`src/rtl/vend_pkg.sv`:
```
// Shared encodings for the vend/change actuator block.
package vend_pkg;

  // Refund request codes as presented by the coin FSM.
  typedef enum logic [1:0] {
    CHG_NONE = 2'b00,
    CHG_5    = 2'b01,
    CHG_10   = 2'b10,
    CHG_RSVD = 2'b11
  } change_e;

  // Sticky fault reasons reported to the front panel.
  typedef enum logic [1:0] {
    FLT_NONE   = 2'b00,
    FLT_VEND   = 2'b01,
    FLT_HOPPER = 2'b10,
    FLT_BADREQ = 2'b11
  } fault_e;

  // Actuator sequencer states.
  typedef enum logic [2:0] {
    IDLE      = 3'd0,
    VEND      = 3'd1,
    EJECT     = 3'd2,
    WAIT_COIN = 3'd3,
    DONE      = 3'd4,
    FAULT     = 3'd5
  } state_e;

  // Number of 5rs coins to pay out for a refund code.
  function automatic logic [1:0] coins_for(input logic [1:0] chg);
    logic [1:0] n;
    n = 2'd0;
    case (chg)
      CHG_5:   n = 2'd1;
      CHG_10:  n = 2'd2;
      default: n = 2'd0;
    endcase
    return n;
  endfunction

endpackage

```
`src/rtl/change_payout_ctrl_if.sv`:
```
// Request, sensor and actuator signals between the coin FSM side and the payout block.
interface change_payout_ctrl_if;
  import vend_pkg::*;

  logic       dispense;
  logic [1:0] change;
  logic       product_sense;
  logic       coin_sense;
  logic       motor_on;
  logic       eject;
  logic       busy;
  logic       done;
  logic       fault;
  fault_e     fault_code;

  // Requester / sensor side.
  modport master (
    output dispense, change, product_sense, coin_sense,
    input  motor_on, eject, busy, done, fault, fault_code
  );

  // Payout controller side.
  modport slave (
    input  dispense, change, product_sense, coin_sense,
    output motor_on, eject, busy, done, fault, fault_code
  );

endinterface

```
`src/rtl/sense_sync_edge.sv`:
```
// Two-flop synchronizer for an asynchronous drop sensor followed by a rising-edge detector.
// rise_o is high for one cycle, two edges after the sensor is first sampled high,
// so the consuming FSM acts on the third edge.
module sense_sync_edge (
  input  logic clk,
  input  logic reset,
  input  logic sense_i,
  output logic rise_o
);

  // [0] first sync stage, [1] second sync stage, [2] previous synchronized level
  logic [2:0] sync_q;
  logic [2:0] sync_d;

  // Shift the raw sensor through the synchronizer and history stage.
  always_comb begin
    sync_d = {sync_q[1:0], sense_i};
  end

  // Synchronizer and history register.
  // NOTE: non-blocking assignments here so every stage samples the previous stage's old value.
  always_ff @(posedge clk) begin
    if (reset) sync_q <= '0;
    else       sync_q <= sync_d;
  end

  assign rise_o = sync_q[1] & ~sync_q[2];

endmodule

```
`src/rtl/change_payout_ctrl.sv`:
```
// Payout actuator sequencer: runs the product motor and the 5rs hopper, confirms each
// action from its drop sensor, retries the hopper on timeout and latches a sticky fault.
module change_payout_ctrl
  import vend_pkg::*;
#(
  parameter int unsigned PULSE_CYCLES   = 4,
  parameter int unsigned TIMEOUT_CYCLES = 1000,
  parameter int unsigned MAX_RETRY      = 2,
  parameter int unsigned CNT_W          = 16
) (
  input logic                 clk,
  input logic                 reset,
  change_payout_ctrl_if.slave bus
);

  localparam logic [CNT_W-1:0] TMO_LAST   = CNT_W'(TIMEOUT_CYCLES - 1);
  localparam logic [CNT_W-1:0] PULSE_LAST = CNT_W'(PULSE_CYCLES - 1);
  localparam logic [CNT_W-1:0] TIMER_MAX  = '1;
  localparam logic [1:0]       MAX_R      = 2'(MAX_RETRY);

  logic product_evt;
  logic coin_evt;

  sense_sync_edge u_prod_sense (
    .clk    (clk),
    .reset  (reset),
    .sense_i(bus.product_sense),
    .rise_o (product_evt)
  );

  sense_sync_edge u_coin_sense (
    .clk    (clk),
    .reset  (reset),
    .sense_i(bus.coin_sense),
    .rise_o (coin_evt)
  );

  state_e           state_q, state_d;
  logic [CNT_W-1:0] timer_q, timer_d;
  logic [1:0]       retry_q, retry_d;
  logic [1:0]       coins_q, coins_d;
  logic             coin_pend_q, coin_pend_d;
  fault_e           code_q, code_d;

  logic   motor_on_q, motor_on_d;
  logic   eject_q, eject_d;
  logic   busy_q, busy_d;
  logic   done_q, done_d;
  logic   fault_q, fault_d;
  fault_e fault_code_q, fault_code_d;

  // Next-state, counter updates and registered-output decode.
  // NOTE: every variable gets a default first so no path through the case can infer a latch.
  always_comb begin
    state_d     = state_q;
    timer_d     = (timer_q == TIMER_MAX) ? timer_q : timer_q + CNT_W'(1);
    retry_d     = retry_q;
    coins_d     = coins_q;
    coin_pend_d = coin_pend_q;
    code_d      = code_q;

    case (state_q)
      IDLE: begin
        timer_d     = '0;
        retry_d     = '0;
        coin_pend_d = 1'b0;
        if (bus.change == CHG_RSVD) begin
          state_d = FAULT;
          code_d  = FLT_BADREQ;
        end else if (bus.dispense || bus.change != CHG_NONE) begin
          coins_d = coins_for(bus.change);
          state_d = bus.dispense ? VEND : EJECT;
        end
      end
      VEND: begin
        // A product drop on the timeout cycle still counts as a successful vend.
        if (product_evt)              state_d = (coins_q != 2'd0) ? EJECT : DONE;
        else if (timer_q == TMO_LAST) begin
          state_d = FAULT;
          code_d  = FLT_VEND;
        end
      end
      EJECT: begin
        // A fast coin can drop while the solenoid is still energised; remember it.
        if (coin_evt)                 coin_pend_d = 1'b1;
        if (timer_q == PULSE_LAST)    state_d = WAIT_COIN;
      end
      WAIT_COIN: begin
        // Coin confirmation wins over a simultaneous timeout.
        if (coin_evt || coin_pend_q) begin
          coins_d     = coins_q - 2'd1;
          retry_d     = '0;
          coin_pend_d = 1'b0;
          state_d     = (coins_q > 2'd1) ? EJECT : DONE;
        end else if (timer_q == TMO_LAST) begin
          coin_pend_d = 1'b0;
          if (retry_q < MAX_R) begin
            retry_d = retry_q + 2'd1;
            state_d = EJECT;
          end else begin
            state_d = FAULT;
            code_d  = FLT_HOPPER;
          end
        end
      end
      DONE:    state_d = IDLE;
      FAULT:   state_d = FAULT;
      default: state_d = IDLE;
    endcase

    // The timer restarts on every state entry except EJECT->WAIT_COIN, where one
    // timeout window covers the whole eject attempt.
    if (state_d != state_q && !(state_q == EJECT && state_d == WAIT_COIN)) timer_d = '0;

    motor_on_d   = (state_q == VEND);
    eject_d      = (state_q == EJECT);
    busy_d       = (state_q != IDLE);
    done_d       = (state_q == DONE);
    fault_d      = (state_q == FAULT);
    fault_code_d = (state_q == FAULT) ? code_q : FLT_NONE;
  end

  // State, counters and output registers; reset aborts any operation at the next edge.
  always_ff @(posedge clk) begin
    if (reset) begin
      state_q      <= IDLE;
      timer_q      <= '0;
      retry_q      <= '0;
      coins_q      <= '0;
      coin_pend_q  <= 1'b0;
      code_q       <= FLT_NONE;
      motor_on_q   <= 1'b0;
      eject_q      <= 1'b0;
      busy_q       <= 1'b0;
      done_q       <= 1'b0;
      fault_q      <= 1'b0;
      fault_code_q <= FLT_NONE;
    end else begin
      state_q      <= state_d;
      timer_q      <= timer_d;
      retry_q      <= retry_d;
      coins_q      <= coins_d;
      coin_pend_q  <= coin_pend_d;
      code_q       <= code_d;
      motor_on_q   <= motor_on_d;
      eject_q      <= eject_d;
      busy_q       <= busy_d;
      done_q       <= done_d;
      fault_q      <= fault_d;
      fault_code_q <= fault_code_d;
    end
  end

  assign bus.motor_on   = motor_on_q;
  assign bus.eject      = eject_q;
  assign bus.busy       = busy_q;
  assign bus.done       = done_q;
  assign bus.fault      = fault_q;
  assign bus.fault_code = fault_code_q;

endmodule

```
`src/flat_wrapper.sv`:
```
// flat-port wrapper written by rule: the top's interface ports become plain ports
module change_payout_ctrl_flat import vend_pkg::*;
#(
  parameter int unsigned PULSE_CYCLES   = 4,
  parameter int unsigned TIMEOUT_CYCLES = 1000,
  parameter int unsigned MAX_RETRY      = 2,
  parameter int unsigned CNT_W          = 16
)
  (clk, reset, bus_dispense, bus_change, bus_product_sense, bus_coin_sense, bus_motor_on, bus_eject, bus_busy, bus_done, bus_fault, bus_fault_code);
  change_payout_ctrl_if bus_i ();
  input logic clk;
  input logic reset;
  input wire logic [$bits(bus_i.dispense)-1:0] bus_dispense;
  input wire logic [$bits(bus_i.change)-1:0] bus_change;
  input wire logic [$bits(bus_i.product_sense)-1:0] bus_product_sense;
  input wire logic [$bits(bus_i.coin_sense)-1:0] bus_coin_sense;
  output wire logic [$bits(bus_i.motor_on)-1:0] bus_motor_on;
  output wire logic [$bits(bus_i.eject)-1:0] bus_eject;
  output wire logic [$bits(bus_i.busy)-1:0] bus_busy;
  output wire logic [$bits(bus_i.done)-1:0] bus_done;
  output wire logic [$bits(bus_i.fault)-1:0] bus_fault;
  output wire logic [$bits(bus_i.fault_code)-1:0] bus_fault_code;
  assign bus_i.dispense = bus_dispense;
  assign bus_i.change = bus_change;
  assign bus_i.product_sense = bus_product_sense;
  assign bus_i.coin_sense = bus_coin_sense;
  assign bus_motor_on = bus_i.motor_on;
  assign bus_eject = bus_i.eject;
  assign bus_busy = bus_i.busy;
  assign bus_done = bus_i.done;
  assign bus_fault = bus_i.fault;
  assign bus_fault_code = bus_i.fault_code;
  change_payout_ctrl #(.PULSE_CYCLES(PULSE_CYCLES), .TIMEOUT_CYCLES(TIMEOUT_CYCLES), .MAX_RETRY(MAX_RETRY), .CNT_W(CNT_W)) u_core (.clk(clk), .reset(reset), .bus(bus_i));
endmodule
```
`config.mk`:
```
export PLATFORM = sky130hd
export DESIGN_NAME = change_payout_ctrl_flat
export DESIGN_NICKNAME = d
export VERILOG_FILES = /design/src/rtl/vend_pkg.sv /design/src/rtl/change_payout_ctrl_if.sv /design/src/rtl/sense_sync_edge.sv /design/src/rtl/change_payout_ctrl.sv /design/src/flat_wrapper.sv
export SDC_FILE = /design/constraint.sdc
export NUM_CORES = 1
export LEC_CHECK = 0
export ABC_CLOCK_PERIOD_IN_PS = 3800
export CORE_MARGIN = 3
export CORE_UTILIZATION = 40
export DETAILED_ROUTE_END_ITERATION = 8
export HOLD_SLACK_MARGIN = 0.08
export SKIP_CTS_REPAIR_TIMING = 1
export SLEW_MARGIN = 40
export SYNTH_ARGS = -nofsm -noshare
export SYNTH_HDL_FRONTEND = slang
export SYNTH_SLANG_ARGS = --single-unit
```
`constraint.sdc`:
```
create_clock -name clk -period 3.8 [get_ports clk]
set_clock_uncertainty 0.2 [all_clocks]
set_input_delay 0.76 -clock clk [delete_from_list [all_inputs] [get_ports clk]]
set_output_delay 0.76 -clock clk [all_outputs]
set_load 0.05 [all_outputs]
```
# [Yosys cells after proc, flatten, opt, wreduce, memory -nomap -nowiden]
# Cells that the tools add are included.
[totals] regBits=39 input_bits=7 output_inout_bits=7 wordCells=99
[op_classes] add_sub_neg=3 order_cmp=2 eq_ne=25 muxes=32 bitwise_logic=5 reduce_logical=18
[op_table] operator="3-bit two-way mux" n=10
[op_table] operator="2-bit two-way mux" n=13
[op_table] operator="16-bit by 1-bit adder with 16-bit output (second input constant)" n=1
[op_table] operator="16-bit by 10-bit equality test with 1-bit output (second input constant)" n=1
[op_table] operator="16-bit equality test (second input constant)" n=1
[op_table] operator="16-bit by 2-bit equality test with 1-bit output (second input constant)" n=1
[op_table] operator="3-bit one-hot mux with 5 select lines" n=1
[op_table] operator="2-bit one-hot mux with 2 select lines" n=3
[op_table] operator="2-bit by 1-bit inequality test with 1-bit output (second input constant)" n=5
[op_table] operator="2-bit inequality test (second input constant)" n=5
[op_table] operator="3-bit by 2-bit equality test with 1-bit output (second input constant)" n=3
[op_table] operator="3-bit nonzero test" n=3
[op_table] operator="7-bit AND reduction" n=1
[op_table] operator="3-bit equality test (second input constant)" n=2
[op_table] operator="3-bit by 1-bit inequality test with 1-bit output (second input constant)" n=2
[op_table] operator="2-bit one-hot mux with 3 select lines" n=1
[op_table] operator="3-bit AND reduction" n=2
[op_table] operator="2-bit nonzero test" n=3
[op_table] operator="2-bit equality test (second input constant)" n=2
[op_table] operator="4-bit AND reduction" n=1
[op_table] operator="3-bit by 1-bit equality test with 1-bit output (second input constant)" n=1
[op_table] operator="3-bit zero test" n=1
[op_table] operator="1-bit two-way mux" n=3
[op_table] operator="3-bit inequality test" n=1
[op_table] operator="13 further kinds" n=18

# [Depth between registers and ports, before layout]
# Gate-level depths: netlist of run 1.
[logic_depth] word_depth=10 ltp_mapped=9 ltp_nobuf=8

# [Cells and area by module]
# A second synthesis of run 1 with hierarchy kept.
[unflattened] cells_unflattened=239 hier_area_um2=2005.7
[by_module_without_submodules] mod="change_payout_ctrl" instances=1 cells_each=225 area_each_um2=1830.5 seq_area_each_um2=660.6
[by_module_without_submodules] mod="sense_sync_edge" instances=2 cells_each=7 area_each_um2=87.6 seq_area_each_um2=60.1

# [Worst setup path after synthesis of run 1]
# No wires, ideal clock.
[synth_path] kind="register to register" start="register u_core.timer_q[3]" end="register u_core.timer_q[0]" setup_time_ns=0.115 arrival_time_ns=1.969 required_ns=3.485 slack_ns=1.515 stages_incl_launch_ff=8 synth_period_minus_slack_ns=2.285 path_cell_list="dfxtp_1 -> or4_4 -> nor4_4 -> o211ai_2 -> and3_4 -> o221ai_4 -> buf_8 -> nor2_2"
[synth_via] elab_chain_len=9 elab_cells_between_ends=15
[synth_lines] item="from (decl)" line="change_payout_ctrl.sv:39" text="logic [CNT_W-1:0] timer_q, timer_d;"
[synth_lines] item="from (signal assigned)" line="change_payout_ctrl.sv:140" text="timer_q <= timer_d;"
[synth_lines] item="16-bit by 10-bit equality test with 1-bit output" line="change_payout_ctrl.sv:78, change_payout_ctrl.sv:95"
[synth_lines] item="3-bit two-way mux (on tied branches)" line="change_payout_ctrl.sv:95, change_payout_ctrl.sv:78"
[synth_lines] item="3-bit two-way mux (on tied branches)" line="change_payout_ctrl.sv:90, change_payout_ctrl.sv:77"
[synth_lines] item="3-bit one-hot mux with 5 select lines" line="change_payout_ctrl.sv:62" text="case (state_q)"
[synth_lines] item="3-bit by 2-bit equality test with 1-bit output" line="change_payout_ctrl.sv:113" text="if (state_d != state_q && !(state_q == EJECT && state_d == WAIT_COIN)) timer_d = '0;"
[synth_lines] item="1-bit logical AND" line="change_payout_ctrl.sv:113"
[synth_lines] item="1-bit zero test" line="change_payout_ctrl.sv:113"
[synth_lines] item="1-bit logical AND" line="change_payout_ctrl.sv:113"
[synth_lines] item="3-bit OR reduction (no source line)"
# Several ways; a longest one is shown, not always the timed one.
# A chain may end at the register's enable or synchronous reset.

# [Final worst setup path of run 1]
[layout_path] start="register u_core.state_q[0]" end="register u_core.timer_q[2]"
[layout_via] elab_chain_len=8 elab_cells_between_ends=19
[layout_lines] item="from (decl)" line="change_payout_ctrl.sv:38" text="state_e state_q, state_d;"
[layout_lines] item="from (signal assigned)" line="change_payout_ctrl.sv:139" text="state_q <= state_d;"
[layout_lines] item="3-bit two-way mux (on tied branches)" line="change_payout_ctrl.sv:95, change_payout_ctrl.sv:70, change_payout_ctrl.sv:78"
[layout_lines] item="3-bit two-way mux (on tied branches)" line="change_payout_ctrl.sv:90, change_payout_ctrl.sv:67, change_payout_ctrl.sv:77"
[layout_lines] item="3-bit one-hot mux with 5 select lines" line="change_payout_ctrl.sv:62"
[layout_lines] item="3-bit by 2-bit equality test with 1-bit output" line="change_payout_ctrl.sv:113"
[layout_lines] item="1-bit logical AND" line="change_payout_ctrl.sv:113"
[layout_lines] item="1-bit zero test" line="change_payout_ctrl.sv:113"
[layout_lines] item="1-bit logical AND" line="change_payout_ctrl.sv:113"
[layout_lines] item="3-bit OR reduction (no source line) (*)"
# Mark *: on every way between the ends. The rest lies on a longest branch, timed or not.

==> reports/metrics.cfg, run 1 <==
[yosys]
ys_warn_count = 0
syn_nets = 242
netlist_instances = 232
async_flop_share = 0
yosysTopAreaCellShare = 0.3927
syn_area_sq_um = 1988
seq_area_frac_synth = 0.3927
yosysUniqueCellTypes = 49
synth_largest_area_cell = dfxtp_1
synth_seq_cells = 39
syn_avg_cell_area_sq_um = 8.570
synthFlopType = dfxtp_1
synth_edf_count = 0
yosys-top-cells-area = dfxtp_1 (39%), nor2_1 (4.9%), a21oi_1 (4.0%)

[sta]
fin_tns_setup_ns = 0
slew_headroom = 0.5373
setup_violations = 0
rsz0062_at_grt = false
worstMarginPinSlew_ns = 0.6931
timing.final.crit_period_ns = 2.800
finalMaxSlewViolations = 0
timing.final.crit_share = 0.7368
finalHoldViolCount = 0
fmax_ghz = 0.3572

[detailed_routing]
routed_wl_um = 3924
viasPerCell = 5.235
vias = 1628
drt-wirelength-per-cell_um = 12.62
drc = 0
drt_first_pass_iters = 4
ant_nets = 0
drtIter0Drc = 97

[pwr]
clockPowerShare = 0.312
p_sw_frac = 0.2842
p_seq_frac = 0.523
p_sw_uw = 243.7
p_int_uw = 613.8
p_leak_uw = 0.0007706
ir_worst_vdd_mv = 0.2293
power_density_nw_per_um2 = 382.2
combinationalPowerShare = 0.164
power_uw = 857.5

[grt]
antenna_found_initial = 0
grt_util_all_layers = 0.1474
grt_pass1_wl_um = 7120
grt_pass1_vias = 1525
grt_max_degree = 22
gr-total-overflow = 0

[place]
place_congestion = 0.8361
dpl.hpwl_um = 2823
port_buffers = 13

[setup_path]
path_cells = nand2_1 -> or4_1 -> a21o_1 -> o21ai_1 -> o221ai_4 -> nor3_1
critical_path_required_ns = 3.81
cp_max_fo = 17
path_class = reg2reg
cp_top_family = simple AND/OR/NAND/NOR gates
reg2reg_slack_ns = 1.00
arrival_ns = 2.80
max_stage_delay_ns = 0.62
start_kind = register
r2r_cells = 6
reg2reg_to = u_core.timer_q[2]
endpoint_kind = register
slowest_stage = dfxtp_1
critPathBufInv = 0
r2r-start = u_core.state_q[0]

[hold_path]
hold_path_depth = 1
min_path_type = reg2reg
min_to = u_core.u_coin_sense.sync_q[1]
worstHoldStart = u_core.u_coin_sense.sync_q[0]

[layout]
n_antenna_cell = 0
fin_nets = 253
layout_common_cells = dfxtp_1 (39), nor2_1 (26), a21oi_1 (16)
mostFrequentLayoutCell = dfxtp_1
area_growth_pct = 12.84
drive_gt1_frac = 0.1270

[clock_network]
cts_htree_levels = 2
cts_buffer_depth = 2
clk_transition_reported_paths_ns = 0.07
clock_latency_ns = 0.28
clockRootBuffer = clkbuf_8
cts_tree = built
numCtsBuffers = 5
clock_sinks = 39

[floorplanning]
io_pins = 14
die_y_um = 76.50
num_rows = 25
die_w_um = 76.50
initial_core_util = 0.4182
coreArea_sq_um = 4755
fp.dieArea_sq_um = 5852

[run]
maxCapViolations = 0

[run_status]
status = completed

synth_stat cells (all sizes together) (4+ instances only):
master / count
nand2: 12
inv: 5
xnor2: 4
a31oi: 4
and3: 4
clkbuf: 7
nand3: 8
nor3: 12
nand2b: 4
nor2: 36
dfxtp: 39
nor2b: 10
xor2: 5
a21oi: 16
and4: 4
nor4: 4
nand4: 9
mux2i: 5
o21ai: 8
state kept, by name, indices dropped and copies added, names as in the netlist, 2 cells and up:
signal and count:
u_core.bus.fault_code 2, u_core.code_q 2, u_core.coins_q 2, u_core.retry_q 2, u_core.state_q 3, u_core.timer_q 16, u_core.u_coin_sense.sync_q 3, u_core.u_prod_sense.sync_q 3
cell families after synthesis:
logic type                 count (synthesis)  synth area share
DFF                                       39            0.3927
and+or+nand+nor                          118            0.3442
muxes                                      5           0.02517
AOI/OAI and AO/OA                         43            0.1441
xor gates and xnor gates                   9           0.03964
adders and majority gates                  3           0.01888
buffers and inverters                     15           0.03524
layout make-up:
class                      count  area, sq um
clock buffer                   6        72.57
timing repair buffer          14        137.6
clock inverter                 2        12.51
multi-input combinational    178         1137
fill                         491         2511
inverter                       5        18.77
tap                           67        83.83
sequential                    39        780.7
metrics by stage:
stage / std cells / hold WS, ns / util / setup slack (ns) / instance area (sq um)
3_3_place_gp: 303 / 0.2176 / 0.4539 / 0.9822 / 2158
2_1_floorplan: 232 / 0.2138 / - / 1.515 / 1988
6_report: 311 / 0.2401 / 0.4718 / 1.000 / 2243
4_1_cts: 311 / 0.2458 / 0.4718 / 0.9874 / 2243
3_5_place_dp: 303 / 0.2287 / 0.4539 / 0.9758 / 2158
5_1_grt: 311 / 0.2671 / 0.4718 / 0.7553 / 2243
power groups by stage:
stage	logic, uW	registers [uW]	clock network [uW]
after global routing	158	453	293
after CTS	142	449	278
after global placement	141	459	0
final	141	449	268
after detailed placement	141	458	0
after floorplan	111	457	0
how the worst max path moves through the flow:
stage,startpoint,end,cells past startpoint
final,u_core.state_q[0],u_core.timer_q[2],6
after global routing,u_core.state_q[0],u_core.timer_q[2],6
after CTS,u_core.state_q[0],u_core.timer_q[2],6
after detailed placement,bus_change[1],u_core.timer_q[2],7
after global placement,bus_change[1],u_core.timer_q[2],7
after floorplan,u_core.timer_q[3],u_core.timer_q[0],7
worst register-to-register path: stages (launching register included):
cell and delay (ns):
dfxtp_1 0.62, nand2_1 0.28, or4_1 0.61, a21o_1 0.23, o21ai_1 0.20, o221ai_4 0.31
nor3_1 0.27
layer usage:
metal,vias to the layer above,GRT usage,share of wire
met5,-,0,0
met4,0,0.05435,0.016
met3,7,0.03428,0.036
met2,25,0.2144,0.41
met1,746,0.2113,0.54
li1,850,-,-
(Power assumes the default switching activity.)
==> inputs of run 2 (changes only) <==
- ABC_CLOCK_PERIOD_IN_PS: 3800 -> 2900
- clock period: 3.8 -> 2.9 ns (I/O delays scaled with it)
==> reports/metrics.cfg, run 2 (synthesis gave the netlist of run 1 again) <==
[setup_path]
max_stage_delay_ns = 0.58
slowest_stage = or4_4
critPathBufInv = 1
start_kind = register
endpoint_kind = register
cp_top_family = simple AND/OR/NAND/NOR gates
cp_max_fo = 11
path_class = reg2reg
critical_path_required_ns = 2.88
arrival_ns = 2.56
path_cells = or4_4 -> nor4_4 -> o211ai_2 -> and3_4 -> o221ai_4 -> buf_4 -> nor2_2

[floorplanning]
num_rows = 25
coreArea_sq_um = 4755
fp.dieArea_sq_um = 5852
die_w_um = 76.50
die_y_um = 76.50
initial_core_util = 0.4182
io_pins = 14

[layout]
n_antenna_cell = 0
area_growth_pct = 17.12
drive_gt1_frac = 0.1554
top_register = u_core.timer_q
largest_register_ff_count = 16
mostFrequentLayoutCell = dfxtp_1
layout_common_cells = dfxtp_1 (39), nor2_1 (26), a21oi_1 (16)
fillers = 479
fin_nets = 260
fin_util = 0.4897

[pwr]
ir_worst_vdd_mv = 0.3678
power_density_nw_per_um2 = 538.0
p_leak_uw = 0.0008251

[grt]
grt_pass1_wl_um = 7113
grt_max_degree = 14
grt_util_all_layers = 0.1488
grt_pass1_vias = 1527
gr-total-overflow = 0
antenna_found_initial = 0

[detailed_routing]
viasPerCell = 5.233
drt-wirelength-per-cell_um = 12.91
drc = 0
vias = 1664
drtIter0Drc = 102
ant_nets = 0
routed_wl_um = 4106
drt_first_pass_iters = 4

[sta]
fin_ws_ns = 0.3267
worstMarginPinSlew_ns = 0.5040
timing.final.crit_period_ns = 2.573
finalMaxSlewViolations = 0
hold_slack_ns = 0.2391
fin_tns_setup_ns = 0
setup_violations = 0
fmax_ghz = 0.3886
rsz0062_at_grt = false
slew_headroom = 0.6629
timing.final.crit_share = 0.8873
finalHoldViolCount = 0

[run]
maxCapViolations = 0

[place]
place_congestion = 0.8826
port_buffers = 13
dpl.hpwl_um = 2994
pre_cts_ws_ns = 0.2607

[run_status]
status = completed

[clock_network]
clk_transition_reported_paths_ns = 0.07
cts_tree = built
cts_buffer_depth = 2
clockRootBuffer = clkbuf_8
numCtsBuffers = 5
clock_latency_ns = 0.29
clock_sinks = 39
cts_htree_levels = 2

[hold_path]
min_path_type = reg2reg

-- run 2: cell count changes in the layout (fill, tap and decap cells not counted), sizes merged --
| cell | delta |
|---|---|
| bufinv | +1 |
| clkinvlp | -1 |
| buf | +7 |
-- run 2: per-stage QoR --
step | power [uW] | cell area (sq um) | cells
3_5_place_dp | 797.4 | 2211 | 310
5_1_grt | 1321 | 2328 | 318
3_3_place_gp | 799.8 | 2211 | 310
6_report | 1253 | 2328 | 318
4_1_cts | 1268 | 2328 | 318
2_1_floorplan | 744.0 | 1988 | 232
-- run 2: metal layers --
layer  vias up  global-route usage  wire (um)
met1       761              0.1949       2053
met4         0             0.05978         61
met2        35              0.2320       1809
met5         -                   0          0
li1        862                   -          -
met3         6             0.04019        181
-- run 2: final cells by class --
type,instances,area [sq um],area share
clock buffer,6,82.58,0.03546
clock inverter,2,35.03,0.01505
tap,67,83.83,0.03600
sequential,39,780.7,0.3353
timing repair buffer,21,190.2,0.08168
multi-input combinational,178,1137,0.4884
inverter,5,18.77,0.008060
-- run 2: path summary, 6_finish.rpt --
check	startpoint	depth (start not counted)	slack, ns	end
worst min-delay path	u_core.u_coin_sense.sync_q[0]	1	0.24	u_core.u_coin_sense.sync_q[1]
worst min register to register	u_core.u_coin_sense.sync_q[0]	1	0.24	u_core.u_coin_sense.sync_q[1]
worst max-delay path	u_core.timer_q[12]	7	0.33	u_core.timer_q[9]
worst max register to register	u_core.timer_q[12]	7	0.33	u_core.timer_q[9]
-- run 2: report_power, final --
group / leakage, uW / internal, uW / switching, uW
Combinational: 0.000447 / 89.4 / 119
Sequential: 0.000317 / 558 / 21.2
Clock: 0.0000612 / 278 / 187
Total: 0.000825 / 925 / 327
